**src/rtl/lane_arb_mux.sv**
```systemverilog
// lane_arb_mux: merges NUM_CH receive lanes onto one registered transmit lane.
// Each lane buffers into its own DEPTH-entry FIFO. A round-robin arbiter pops
// one head word per load cycle into the output register, tagged with its lane.
//
// Ports:
//   clk, rst_n    clock, asynchronous active-low reset
//   enable        gates new writes (buffered words still drain)
//   data_rx       NUM_CH packed lanes, lane i at [i*DATA_W +: DATA_W]
//   data_rx_vld   per-lane valid
//   data_rx_rdy   per-lane ready (enable && !fifo_full, low in reset)
//   data_tx       merged output word (registered)
//   data_tx_ch    source lane of data_tx (registered)
//   data_tx_vld   output valid (registered)
//   data_tx_rdy   downstream ready
//   fifo_full     per-lane FIFO full flag (registered)
//   data_tx_par   even parity of data_tx, only with LANE_ARB_MUX_PARITY_EN
//
// Optional feature macro: LANE_ARB_MUX_PARITY_EN

module lane_arb_mux #(
   parameter int unsigned NUM_CH = 2,
   parameter int unsigned DATA_W = 10,
   parameter int unsigned DEPTH  = 4,
   localparam int unsigned CH_W  = (NUM_CH > 1) ? $clog2(NUM_CH) : 1
) (
   input  logic                     clk,
   input  logic                     rst_n,
   input  logic                     enable,
   input  logic [NUM_CH*DATA_W-1:0] data_rx,
   input  logic [NUM_CH-1:0]        data_rx_vld,
   output logic [NUM_CH-1:0]        data_rx_rdy,
   output logic [DATA_W-1:0]        data_tx,
   output logic [CH_W-1:0]          data_tx_ch,
   output logic                     data_tx_vld,
   input  logic                     data_tx_rdy,
   output logic [NUM_CH-1:0]        fifo_full
`ifdef LANE_ARB_MUX_PARITY_EN
   ,
   output logic                     data_tx_par
`endif
);

   localparam int unsigned AW    = $clog2(DEPTH);
   localparam int unsigned PTR_W = AW + 1;

   logic [DATA_W-1:0] mem_q  [NUM_CH][DEPTH];
   logic [DATA_W-1:0] head_c [NUM_CH];

   logic [PTR_W-1:0]  wptr_q [NUM_CH];
   logic [PTR_W-1:0]  wptr_d [NUM_CH];
   logic [PTR_W-1:0]  rptr_q [NUM_CH];
   logic [PTR_W-1:0]  rptr_d [NUM_CH];
   logic [PTR_W-1:0]  cnt_q  [NUM_CH];
   logic [PTR_W-1:0]  cnt_d  [NUM_CH];

   logic [NUM_CH-1:0] full_q, full_d;
   logic [NUM_CH-1:0] nonempty_c, wr_c, pop_c;

   logic [CH_W-1:0]   last_q, last_d;
   logic [DATA_W-1:0] tx_q, tx_d;
   logic [CH_W-1:0]   tx_ch_q, tx_ch_d;
   logic              tx_vld_q, tx_vld_d;
   logic              load_c;

   // Pointer increment wrapping modulo DEPTH.
   function automatic logic [PTR_W-1:0] ptr_inc(input logic [PTR_W-1:0] p);
      return (p == PTR_W'(DEPTH - 1)) ? '0 : p + PTR_W'(1);
   endfunction

   // Ready depends only on registered full state, enable and reset.
   assign data_rx_rdy = {NUM_CH{rst_n & enable}} & ~full_q;

   // Per-lane status and head-of-FIFO words.
   always_comb begin
      for (int i = 0; i < NUM_CH; i++) begin
         nonempty_c[i] = (cnt_q[i] != '0);
         wr_c[i]       = data_rx_vld[i] & rst_n & enable & ~full_q[i];
         head_c[i]     = mem_q[i][rptr_q[i][AW-1:0]];
      end
   end

   // Round-robin grant starting after the last served lane; pops into the output register.
   always_comb begin
      logic found;
      found    = 1'b0;
      load_c   = ~tx_vld_q | data_tx_rdy;
      pop_c    = '0;
      last_d   = last_q;
      tx_d     = tx_q;
      tx_ch_d  = tx_ch_q;
      tx_vld_d = tx_vld_q;
      if (load_c) begin
         tx_vld_d = |nonempty_c;
         for (int k = 1; k <= NUM_CH; k++) begin
            for (int i = 0; i < NUM_CH; i++) begin
               if (!found && nonempty_c[i] &&
                   (((int'(last_q) + k) % int'(NUM_CH)) == i)) begin
                  found    = 1'b1;
                  pop_c[i] = 1'b1;
                  last_d   = CH_W'(i);
                  tx_d     = head_c[i];
                  tx_ch_d  = CH_W'(i);
               end
            end
         end
      end
   end

   // FIFO pointer/count next state; full flag follows the next count.
   always_comb begin
      for (int i = 0; i < NUM_CH; i++) begin
         wptr_d[i] = wptr_q[i];
         rptr_d[i] = rptr_q[i];
         cnt_d[i]  = cnt_q[i];
         if (wr_c[i]) begin
            wptr_d[i] = ptr_inc(wptr_q[i]);
         end
         if (pop_c[i]) begin
            rptr_d[i] = ptr_inc(rptr_q[i]);
         end
         case ({wr_c[i], pop_c[i]})
            2'b10:   cnt_d[i] = cnt_q[i] + PTR_W'(1);
            2'b01:   cnt_d[i] = cnt_q[i] - PTR_W'(1);
            default: cnt_d[i] = cnt_q[i];
         endcase
         full_d[i] = (cnt_d[i] == PTR_W'(DEPTH));
      end
   end

   // Control and output registers.
   always_ff @(posedge clk or negedge rst_n) begin
      if (!rst_n) begin
         for (int i = 0; i < NUM_CH; i++) begin
            wptr_q[i] <= '0;
            rptr_q[i] <= '0;
            cnt_q[i]  <= '0;
         end
         full_q   <= '0;
         last_q   <= CH_W'(NUM_CH - 1);
         tx_q     <= '0;
         tx_ch_q  <= '0;
         tx_vld_q <= 1'b0;
      end else begin
         for (int i = 0; i < NUM_CH; i++) begin
            wptr_q[i] <= wptr_d[i];
            rptr_q[i] <= rptr_d[i];
            cnt_q[i]  <= cnt_d[i];
         end
         full_q   <= full_d;
         last_q   <= last_d;
         tx_q     <= tx_d;
         tx_ch_q  <= tx_ch_d;
         tx_vld_q <= tx_vld_d;
      end
   end

   // FIFO storage; contents are don't-care after reset.
   always_ff @(posedge clk) begin
      for (int i = 0; i < NUM_CH; i++) begin
         if (wr_c[i]) begin
            mem_q[i][wptr_q[i][AW-1:0]] <= data_rx[i*DATA_W +: DATA_W];
         end
      end
   end

   assign data_tx     = tx_q;
   assign data_tx_ch  = tx_ch_q;
   assign data_tx_vld = tx_vld_q;
   assign fifo_full   = full_q;

`ifdef LANE_ARB_MUX_PARITY_EN
   logic par_q;

   // Parity tracks the next data_tx value, so it loads and holds with it.
   always_ff @(posedge clk or negedge rst_n) begin
      if (!rst_n) begin
         par_q <= 1'b0;
      end else begin
         par_q <= ^tx_d;
      end
   end

   assign data_tx_par = par_q;
`endif

endmodule
```
**config.mk**
```make
export PLATFORM = sky130hd
export DESIGN_NAME = lane_arb_mux
export DESIGN_NICKNAME = d
export VERILOG_FILES = /design/src/rtl/lane_arb_mux.sv
export SDC_FILE = /design/constraint.sdc
export NUM_CORES = 1
export LEC_CHECK = 0
export ABC_AREA = 0
export BUFFER_PORTS_ARGS = -buffer_cell sky130_fd_sc_hd__buf_4
export CAP_MARGIN = 10
export CORE_ASPECT_RATIO = 1.5
export CORE_MARGIN = 2
export CORE_UTILIZATION = 53
export DETAILED_ROUTE_END_ITERATION = 8
export GPL_TIMING_DRIVEN = 0
export PLACE_DENSITY = 0.79
export SLEW_MARGIN = 20
export SYNTH_ARGS = -nofsm -noshare
export SYNTH_HDL_FRONTEND = slang
export SYNTH_SLANG_ARGS = --single-unit
```
**constraint.sdc**
```tcl
create_clock -name clk -period 2.35 [get_ports clk]
set_input_delay 0.47 -clock clk [delete_from_list [all_inputs] [get_ports clk]]
set_output_delay 0.47 -clock clk [all_outputs]
set_load 0.01 [all_outputs]
```
==> results.md <==
- Period utilisation layout: 94.1%
- H-tree depth: 4
- Worst Path Required: around 2700 ps
- Final WL: 8.79 mm
- Yosys Warn Count: 0
- Longest Clk Path Bufs: 2
- Syn Area/Cell: approximately 17 sq um
- RSZ-0062 raised after global routing: no
- Net switching share of the total power: between 20% and 30%
- Slew Viols, Final: 0
- Max Fclk: roughly 450 MHz
- Worst-path fanout max: 3
- Worst Tran Pin Value: a little over 1000 ps
- Comb pwr share: between 30% and 40%
- Placed cell count: 408
- Post-route setup TNS: 0 ps
- First-pass GRT wire length: ~14 mm
- Cells after Synth: 260
- Total gr overflow: 0
- Detail Placement HPWL: between 5 and 6 mm
- Starting Density: a little over half
- Crit path DAT: about 2500 ps
- Net Switching: between 2 and 2.5 mW
- Worst setup EP type: flop
- Static Leak: 2.21 nW
- Vias: roughly 2,600
- Largest net degree at the start of global routing: 36
- Die Width: ~79 um
- CP cell instances: buf_4 > o31ai_1 > nand3_4 > inv_2 > ha_4 > fa_2 > mux2_2 > nor3b_2
- Worst VDD drop: 0.000757 V
- Area growth, synth to finish: 26.1%
- 1st-iter DRT viols: approximately 210
- CTS buffer count: 17
- Post-synth top area share: between 50% and 60%
- Root buffer cell: clkbuf_16
- Routed Antenna Nets: 0
- Layout cells sized above 1: between 30% and 40%
- Die area: 0.00930 sq mm
- DR WL/cell: ~20 um
- Hold crit path type: in -> async
- Ports: 42
- Setup violators final: 0
- CTS Sinks: roughly 110
- Post-Syn Area: between 0.004 and 0.005 sq mm
- Netlist cell types: 34
- Worst skew pair latency: ~400 ps
- Register area share after synthesis: 71.4%
- Seq cells post-synth: 113
- Post-route insts no fill: 450
- Most frequent cell after synthesis: edfxtp_1
- Drt first pass iters: 4
- Global Route Usage Sum: a little over a fifth
- Top cells by area, synth: edfxtp_1, dfrtp_1, mux4_2, ha_1, o21ai_0
- Commonest cells in the synthesized netlist: edfxtp_1, dfrtp_1, mux4_2, nand2_1, o21ai_0
- CTS clk-pin slew, worst paths: about 50 ps
- Num rows: 41
- Pwr/cell area: 1310 mW/mm^2
- Status: finished clean
- Remaining DRCs: 0
- Clock Power Share: between 30% and 40%
- Part of the power in registers: about 37%
- Total core area: roughly 0.0084 sq mm
- Period minus WS final: ~2200 ps
- Max_slew headroom: approximately a third
- Antenna violations before repair: 0
- Async S/R FF share, synth: ~29%
- Int Pwr: between 5 and 6 mW
- Slowest stage delay, CP: about 420 ps
- Post-synth EDFFs: 80
- CP startpoint kind: flop
- Max-cap violations: 0
- Most used DFF post-synth: edfxtp_1
- Worst path slowest cell: fa_2
- Die Ht: 117 um
- TritonCTS clock tree: done
- Gpl congestion: between 0.7 and 0.8
- Synth Net Count: 300
- Clk_skew: 6.85 ps
- Vias per inst: about 5.7
- Port bufs: just over 40
- Area leader, netlist: edfxtp_1
- Nets: 370
- Vias in the first global route: between 2,000 and 3,000
- # diodes: 0
- Final Hold Viols: 0
- Worst setup path class: reg -> reg
## state kept, by name, indices dropped and copies added, names as in the netlist
signal and flops:
data_tx_ch 1, fifo_full 2, last_q 1, cnt_q 6
data_tx 10, wptr_q 6, mem_q 80, rptr_q 6
data_tx_vld 1
## worst max-delay path: cells and delay by family, from the launching register on
family | cells | cell delay [ps]
AOI/OAI and AO/OA | 1 | 370
adders and majority gates | 2 | 570
muxes | 1 | 290
and+or+nand+nor | 2 | 270
DFF | 1 | 380
buffers and inverters | 2 | 250
## per-stage QoR
| step | hold WS [ps] | total power [mW] | area [sq um] | setup WS, ps | utilization (%) |
|---|---|---|---|---|---|
| after floorplan | 174 | 4.08 | 4520 | 58.5 | - |
| after global placement | 438 | 4.63 | 4960 | -390 | 59.4 |
| after detailed placement | 446 | 4.72 | 4960 | -459 | 59.4 |
| after CTS | 20.5 | 7.39 | 5630 | 5.00 | 67.3 |
| after global routing | 15.6 | 7.86 | 5700 | 1.60 | 68.2 |
| final | 26.2 | 7.46 | 5700 | 138 | 68.2 |
## layout make-up
type                    instances  area, sq um
clock buffers                  27          503
clock inverters                 5         75.1
fillers                       540         2660
multi-input cells             126         1270
flip-flops and latches        113         3230
repair buffers                 52          407
inverters                      13         48.8
well taps                     107          134
plain buffers                   7         31.3
## metal layers
layer	up-vias	part of all wire [%]	track usage [%]
met5	-	0	0
met4	0	3.1	10.7
met3	21	5.8	6.29
met2	90	55	37.3
met1	1315	36	23.1
li1	1130	-	-
## worst paths after layout
kind	start	endpoint	slack [ps]	depth (start not counted)
setup / recovery	cnt_q[5]	fifo_full[1]	140	8
hold / removal	rst_n	last_q	30	1
setup reg to reg	cnt_q[5]	fifo_full[1]	140	8
hold reg to reg	data_tx[2]	data_tx[2]	480	2
max in group asynchronous	rst_n	cnt_q[0]	2120	2
min in group clk	data_rx[9]	mem_q[0][19]	270	1
## kinds of logic after synthesis
kind of cell | Yosys count | synth area share, %
and+or+nand+nor | 43 | 4.79
DFF | 113 | 71.4
buffers and inverters | 21 | 2.02
AOI/OAI and AO/OA | 36 | 4.57
muxes | 27 | 11.8
xor gates and xnor gates | 6 | 1.16
adders and majority gates | 14 | 4.21
## power by group through the flow
stage / Combinational [mW] / Clock [mW] / Sequential [mW]
2_1_floorplan: 1.32 / 0 / 2.75
6_report: 2.24 / 2.47 / 2.75
3_3_place_gp: 1.88 / 0 / 2.74
4_1_cts: 2.16 / 2.49 / 2.74
3_5_place_dp: 1.96 / 0 / 2.76
5_1_grt: 2.50 / 2.57 / 2.79
## repair_timing
action                     CTS  global route
resized for setup           11             8
hold endpoints to repair     0            32
setup endpoints to repair    3            14
hold buffers                 0             1
setup buffers                5             5
pin swaps                    6             7
## cell usage in the layout, fill, tap and decap left out, types with 2 or more instances in the layout
master and n:
edfxtp_1 80, buf_4 50, dfrtp_1 30, nand2_1 20
mux4_2 20, clkbuf_16 17, o21ai_0 16, inv_1 11
o22ai_1 10, ha_1 10, clkbuf_1 9, and3_1 6
nor2_1 5, mux2_2 4, buf_2 4, a21oi_1 4
clkbuf_8 4, o21a_1 3, xnor2_1 3, xor2_1 3
clkinv_2 3, and3b_1 2, or3_4 2, inv_2 2
nor3b_2 2, mux2_4 2, nor2b_1 2, fa_2 2
ha_4 2, bufinv_16 2, dfrtp_2 2
No activity file was read; power rests on OpenSTA's default activity.
